<file path="src/rtl/idli_alu_slice_if.sv">
// idli_alu_slice_if: shared slice types and the operand/result bus of the serial ALU stage.
package idli_pkg;
    typedef logic [1:0] ctr_t;
    typedef logic [3:0] slice_t;
    typedef enum logic [1:0] {ALU_ADD, ALU_AND, ALU_OR, ALU_XOR} alu_op_t;
    typedef enum logic [1:0] {CMP_EQ, CMP_NE, CMP_LT, CMP_GE} cmp_op_t;
endpackage

interface idli_alu_slice_if;
    import idli_pkg::*;
    logic    i_valid;
    ctr_t    i_ctr;
    alu_op_t i_alu_op;
    logic    i_alu_rhs_inv;
    cmp_op_t i_cmp_op;
    logic    i_cmp_sign;
    logic    i_wr_p;
    slice_t  i_lhs;
    slice_t  i_rhs;
    slice_t  o_res;
    logic    o_res_vld;
    logic    o_p;
    logic    o_p_vld;
    modport master (
        output i_valid, i_ctr, i_alu_op, i_alu_rhs_inv, i_cmp_op, i_cmp_sign, i_wr_p, i_lhs, i_rhs,
        input  o_res, o_res_vld, o_p, o_p_vld
    );
    modport slave (
        input  i_valid, i_ctr, i_alu_op, i_alu_rhs_inv, i_cmp_op, i_cmp_sign, i_wr_p, i_lhs, i_rhs,
        output o_res, o_res_vld, o_p, o_p_vld
    );
endinterface

</file>
<file path="src/rtl/idli_alu_slice.sv">
// idli_alu_slice: 4-bit slice-serial ALU execute stage, LSB slice first, four slices per instruction.
// Compare/predicate logic is present only when IDLI_ALU_CMP_EN is defined.
module idli_alu_slice
    import idli_pkg::*;
(
    input logic i_clk,
    input logic i_rst_n,
    idli_alu_slice_if.slave bus
);
    ctr_t   exp_ctr;
    logic   carry;
    slice_t rhs_x;
    slice_t sum;
    slice_t res;
    logic   cin;
    logic   cout;
    logic   accept;

    always_comb begin
        rhs_x = bus.i_rhs ^ {4{bus.i_alu_rhs_inv}};
        cin = (bus.i_ctr == 2'd0) ? bus.i_alu_rhs_inv : carry;
        {cout, sum} = {1'b0, bus.i_lhs} + {1'b0, rhs_x} + {4'd0, cin};
        res = (bus.i_alu_op == ALU_ADD) ? sum :
              (bus.i_alu_op == ALU_AND) ? (bus.i_lhs & rhs_x) :
              (bus.i_alu_op == ALU_OR)  ? (bus.i_lhs | rhs_x) : (bus.i_lhs ^ rhs_x);
        // slice 0 always restarts; any other out-of-order slice is dropped
        accept = bus.i_valid && (bus.i_ctr == 2'd0 || bus.i_ctr == exp_ctr);
    end

    always_ff @(posedge i_clk or negedge i_rst_n) begin
        if (!i_rst_n) begin
            exp_ctr       <= 2'd0;
            carry         <= 1'b0;
            bus.o_res     <= 4'd0;
            bus.o_res_vld <= 1'b0;
        end else begin
            bus.o_res_vld <= accept;
            exp_ctr       <= accept ? bus.i_ctr + 2'd1 : 2'd0;
            if (accept) begin
                bus.o_res <= res;
                carry     <= (bus.i_alu_op == ALU_ADD) ? cout : 1'b0;
            end
        end
    end

`ifdef IDLI_ALU_CMP_EN
    logic zacc;
    logic zacc_n;
    logic lt;
    logic p;

    always_comb begin
        zacc_n = (bus.i_ctr == 2'd0 || zacc) && (sum == 4'd0);
        lt = bus.i_cmp_sign ? (sum[3] ^ ((bus.i_lhs[3] == rhs_x[3]) && (sum[3] != bus.i_lhs[3]))) : !cout;
        p = (bus.i_cmp_op == CMP_EQ) ? zacc_n :
            (bus.i_cmp_op == CMP_NE) ? !zacc_n :
            (bus.i_cmp_op == CMP_LT) ? lt : !lt;
    end

    always_ff @(posedge i_clk or negedge i_rst_n) begin
        if (!i_rst_n) begin
            zacc        <= 1'b1;
            bus.o_p     <= 1'b0;
            bus.o_p_vld <= 1'b0;
        end else begin
            bus.o_p_vld <= accept && bus.i_ctr == 2'd3 && bus.i_wr_p;
            if (accept)
                zacc <= zacc_n;
            if (accept && bus.i_ctr == 2'd3 && bus.i_wr_p)
                bus.o_p <= p;
        end
    end
`else
    logic unused_cmp;
    assign unused_cmp = ^{bus.i_cmp_op, bus.i_cmp_sign, bus.i_wr_p};
    assign bus.o_p = 1'b0;
    assign bus.o_p_vld = 1'b0;
`endif
endmodule

</file>
<file path="src/flat_wrapper.sv">
// flat-port wrapper written by rule: the top's interface ports become plain ports
module idli_alu_slice_flat import idli_pkg::*;
  (i_clk, i_rst_n, bus_i_valid, bus_i_ctr, bus_i_alu_op, bus_i_alu_rhs_inv, bus_i_cmp_op, bus_i_cmp_sign, bus_i_wr_p, bus_i_lhs, bus_i_rhs, bus_o_res, bus_o_res_vld, bus_o_p, bus_o_p_vld);
  idli_alu_slice_if bus_i ();
  input logic i_clk;
  input logic i_rst_n;
  input wire logic [$bits(bus_i.i_valid)-1:0] bus_i_valid;
  input wire logic [$bits(bus_i.i_ctr)-1:0] bus_i_ctr;
  input wire logic [$bits(bus_i.i_alu_op)-1:0] bus_i_alu_op;
  input wire logic [$bits(bus_i.i_alu_rhs_inv)-1:0] bus_i_alu_rhs_inv;
  input wire logic [$bits(bus_i.i_cmp_op)-1:0] bus_i_cmp_op;
  input wire logic [$bits(bus_i.i_cmp_sign)-1:0] bus_i_cmp_sign;
  input wire logic [$bits(bus_i.i_wr_p)-1:0] bus_i_wr_p;
  input wire logic [$bits(bus_i.i_lhs)-1:0] bus_i_lhs;
  input wire logic [$bits(bus_i.i_rhs)-1:0] bus_i_rhs;
  output wire logic [$bits(bus_i.o_res)-1:0] bus_o_res;
  output wire logic [$bits(bus_i.o_res_vld)-1:0] bus_o_res_vld;
  output wire logic [$bits(bus_i.o_p)-1:0] bus_o_p;
  output wire logic [$bits(bus_i.o_p_vld)-1:0] bus_o_p_vld;
  assign bus_i.i_valid = bus_i_valid;
  assign bus_i.i_ctr = bus_i_ctr;
  assign bus_i.i_alu_op = bus_i_alu_op;
  assign bus_i.i_alu_rhs_inv = bus_i_alu_rhs_inv;
  assign bus_i.i_cmp_op = bus_i_cmp_op;
  assign bus_i.i_cmp_sign = bus_i_cmp_sign;
  assign bus_i.i_wr_p = bus_i_wr_p;
  assign bus_i.i_lhs = bus_i_lhs;
  assign bus_i.i_rhs = bus_i_rhs;
  assign bus_o_res = bus_i.o_res;
  assign bus_o_res_vld = bus_i.o_res_vld;
  assign bus_o_p = bus_i.o_p;
  assign bus_o_p_vld = bus_i.o_p_vld;
  idli_alu_slice u_core (.i_clk(i_clk), .i_rst_n(i_rst_n), .bus(bus_i));
endmodule
</file>
<file path="config.mk">
export PLATFORM = sky130hd
export DESIGN_NAME = idli_alu_slice_flat
export DESIGN_NICKNAME = d
export VERILOG_FILES = /design/src/rtl/idli_alu_slice_if.sv /design/src/rtl/idli_alu_slice.sv /design/src/flat_wrapper.sv
export SDC_FILE = /design/constraint.sdc
export NUM_CORES = 1
export LEC_CHECK = 0
export CAP_MARGIN = 20
export CORE_MARGIN = 2
export CORE_UTILIZATION = 44
export DETAILED_ROUTE_END_ITERATION = 12
export PLACE_DENSITY = 0.87
export REMOVE_ABC_BUFFERS = 1
export SYNTH_ARGS = -nofsm -noshare
export SYNTH_HDL_FRONTEND = slang
export SYNTH_SLANG_ARGS = --single-unit
export TNS_END_PERCENT = 20
</file>
<file path="constraint.sdc">
create_clock -name i_clk -period 2.75 [get_ports i_clk]
set_clock_uncertainty 0.15 [all_clocks]
set_input_delay 0.55 -clock i_clk [delete_from_list [all_inputs] [get_ports i_clk]]
set_output_delay 0.55 -clock i_clk [all_outputs]
set_load 0.02 [all_outputs]
</file>
==> results list, run 1 <==
* Share of power burned in the clock network: between 10% and 20%
- For this configuration, the core starts out at a cell density of between 40% and 50%.
- Boundary Pins: 27
- In the routed design, unresolved DRC markers number 0.
- FF+latch count, synth: 8
- For the worst setup path, the data arrival time is approximately 2.7 ns.
* Cell seen most often among critical-path stages: mux2_4
- Synth unique cells: 28
- Fmax: 0.3742 GHz
- The top cell type by area accounts for a little over a quarter of the synthesized area.
- Cell accounting for the most synthesized area: dfrtp_1
- Iteration-0 DRC Markers: 9
* Pwr/cell area: approximately 460 nW/um^2
- The critical path in this run is classified as primary input to register.
* Share of synthesized registers carrying an async set or reset: 100.0%
* Slew Limit Fails: 0
* Hold slack: between 0.3 and 0.4 ns
- CP delay by family, top: multiplexers
- Buffers from clock root to sink, at most: 2
- Each instance of the synthesized netlist takes up on average between 9 and 10 sq um.
- The floorplan step set the die height to between 40 and 50 microns.
* Chain of cells forming the critical path: buf_6 -> inv_4 -> ha_4 -> mux2_4 -> fa_2 -> fa_1 -> mux4_2 -> mux2_4
* Hold crit path type: register to register
- After synthesis, the share of cell area in mux cells is 16.09%.
- During placement, the flow inserted port buffers numbering 20.
- The synthesized netlist devotes 9.195% of its cell area to compound gates.
* Count of max-cap constraint violations: 0
- Setup violation total in the final timing report: 0
- For this design the total switching power over the nets is between 0.00015 and 0.0002 W.
* Portion of the post-synthesis area used by sequential elements: a little over a quarter
- Ranked by instance count, the synthesized netlist is headed by inv_1 (13), ha_1 (9), dfrtp_1 (8).
- Nets@finish: between 100 and 150
- Buffers & Inverters on Critical Path: 2
- Core area: around 1700 sq um
- Drt first pass iters: 3
- Using the TritonRoute via totals, the vias-per-cell ratio works out to roughly 5.2.
* Residual overflow from global routing: 0
* Yosys Warn Count: 0
- The detail route stage leaves a number of antenna-violating nets equal to 0.
* Number of global-route vias before repair: 646
* Maximum fanout along the worst path: 2
- Number of buffers added to fix hold violations after cts: 0
- Counting the buffers created by CTS gives 3.
- Total number of placement rows: 15
- Of the total synthesized cell area, the portion taken by AND, OR, NAND and NOR gates is about a tenth.
* Period Utilization, post-route: a little over nine tenths
- Among all stages on the critical path, the largest delay is contributed by mux4_2.
- After technology mapping, the gate count stands at 78.
- Launch instance of the worst register-to-register path: u_core.carry
* Final design utilization: 62.85%
- Routability-driven placement finished with a final weighted congestion of approximately 0.82.
- In the final routed layout, each cell accounts on average for approximately 13 microns.
* Result of the run: completed
- Reported leakage power: approximately 0.52 nW
- In this run the number of H-tree levels came out at 1.
- Global-route usage over all layers: 17.98%
- TritonCTS built the clock tree.
* Final wirelength: 1.501 mm
* Maximum ir drop on the vdd rail: around 0.00022 V
- Sorting the synthesized cells by area gives the leading types as dfrtp_1 (26%), ha_1 (15%), inv_1 (6.4%), mux2_4 (5.9%), mux4_2 (5.9%).
- STA puts the critical path data required time at approximately 2.7 ns.
* Area share of fa/ha/maj cells after synthesis: between 20% and 30%
* Area growth from synthesis to final layout: 37.77%
- The floorplan step set the die width to around 46 microns.
- Setup total negative slack: 0 ns
- Clock tree synthesis found a total of 8 sinks.
* Filler Cells Inserted: around 140
- Layout cell share with drive strength beyond 1: roughly 27%
- Clock latency on the worst-skew pair: about 0.26 ns
- Power comes to around 0.00048 W.
- Xor-xnor portion of the synthesized cell area: under 10%
* Internal Pwr Total: about 0.00032 W
- Final period demand of the worst path: approximately 2.7 ns
- Summing over every cut layer, the via total after detailed routing is 620.
* Placed wire-length estimate after detailed placement: between 1 and 1.5 mm
- Dominant cell by count in the synthesized netlist: inv_1
- CP startpoint kind: primary input
- The number of antenna diodes in the final layout is 0.
- In the synthesized netlist the dominant register cell turns out to be dfrtp_1.
- Proportion of power drawn by flip-flops and latches: approximately a third
* Largest incremental delay on the critical path: ~0.46 ns
- Yosys mapped a number of flops with a built-in enable equal to 0.
- Global-route wire length before repair: around 2.6 mm
* Clk root buf: clkbuf_4
* Largest family of logic cells by synthesized area: adder cells
- RSZ-0062 raised after global routing: no
- Beginning of the worst hold path: u_core.carry
- In this run the worst setup path begins at bus_i_ctr[1].
- Netlist area before placement: ~760 sq um
* Worst setup EP type: register
* Comb power frac: between 40% and 50%
- Maximum number of pins on one net before global-route repair: 12
* Die area: 2081 sq um
* Register clock-pin slew on the reported worst setup and hold paths: about 0.05 ns
* Net switching fraction of the power: 32.81%
- The number of failing hold endpoints at the final stage came to 0.
- The number of antenna violations at the first check in global routing was 0.
## cell usage in the layout (no fill, tap or decap), types with 3 or more instances in the layout
cell and count:
dfrtp_1 8, ha_1 8, xor2_1 3, nand2_1 3, clkdlybuf4s50_1 16, buf_4 7, mux2_4 4, clkbuf_4 3
a21oi_1 6, inv_1 11
## layer usage
layer	track usage [%]	vias to the layer above	share of wire, %
met4	12.35	0	3.5
met2	32.11	19	55
met1	18.23	290	37
met5	0	-	0
met3	3.968	6	4.3
li1	-	305	-
## power groups by stage
stage | Sequential [W] | Combinational (W) | Clock [W]
5_1_grt | 0.000158 | 0.000264 | 0.000101
2_1_floorplan | 0.000181 | 0.000102 | 0
3_3_place_gp | 0.000156 | 0.000221 | 0
6_report | 0.000155 | 0.000239 | 0.0000891
3_5_place_dp | 0.000158 | 0.000230 | 0
4_1_cts | 0.000156 | 0.000241 | 0.0000953
## flip-flops by register name (all words and copies together), names as in the netlist
| signal | count |
|---|---|
| u_core.carry | 1 |
| u_core.bus.o_res | 4 |
| u_core.exp_ctr | 2 |
| u_core.bus.o_res_vld | 1 |
## cell families (layout without fill, tap and decap cells)
logic type                 count (synthesis)  after routing
muxes                                      8              8
adders and majority gates                 11             11
AOI/OAI and AO/OA                         12             12
DFF                                        8              8
and+or+nand+nor                           13             13
xor gates and xnor gates                   6              6
other                                      1              2
buffers and inverters                     19             43
## final cells by class
type / instances / area, sq um / share of cell area, %
Inverter: 13 / 53.80 / 5.125
Clock buffer: 3 / 22.52 / 2.145
Tap cell: 17 / 21.27 / 2.026
Sequential cell: 8 / 200.2 / 19.07
Timing Repair Buffer: 27 / 249.0 / 23.72
Multi-Input combinational cell: 52 / 503.0 / 47.91
## final timing paths
path	end	slack [ns]	cells past startpoint
worst min register to register	u_core.carry	0.37	1
max in group asynchronous	u_core.bus.o_res[2]	1.77	1
worst min-delay path	u_core.carry	0.37	1
worst max-delay path	u_core.bus.o_res[1]	0.08	8
worst max register to register	u_core.bus.o_res[1]	0.30	5
min in group asynchronous	u_core.exp_ctr[0]	0.42	1
## stage by stage
step                cell area, sq um  setup slack [ns]  instances
floorplan                      725.7           -0.1279         73
global placement               984.7           -0.6344        115
detailed placement             984.7           -0.7201        115
CTS                             1049          0.006348        120
global route                    1050           0.04769        120
finish                          1050           0.07765        120
## what timing repair did
item | in CTS | in global routing
pin swaps | 4 | 4
buffers inserted | 2 | 0
endpoints found under the setup margin | 4 | 2
resized for setup | 22 | 3
Power figures use the tool's default switching activity.
==> run 2, diff against run 1 <==
--- a/config.mk
+++ b/config.mk
@@ -5,7 +5,6 @@
 export SDC_FILE = /design/constraint.sdc
 export NUM_CORES = 1
 export LEC_CHECK = 0
-export CAP_MARGIN = 20
 export CORE_MARGIN = 2
 export CORE_UTILIZATION = 44
 export DETAILED_ROUTE_END_ITERATION = 12
==> results of run 2 <==
The final DEF is identical to that of run 1; final timing and power are the same.
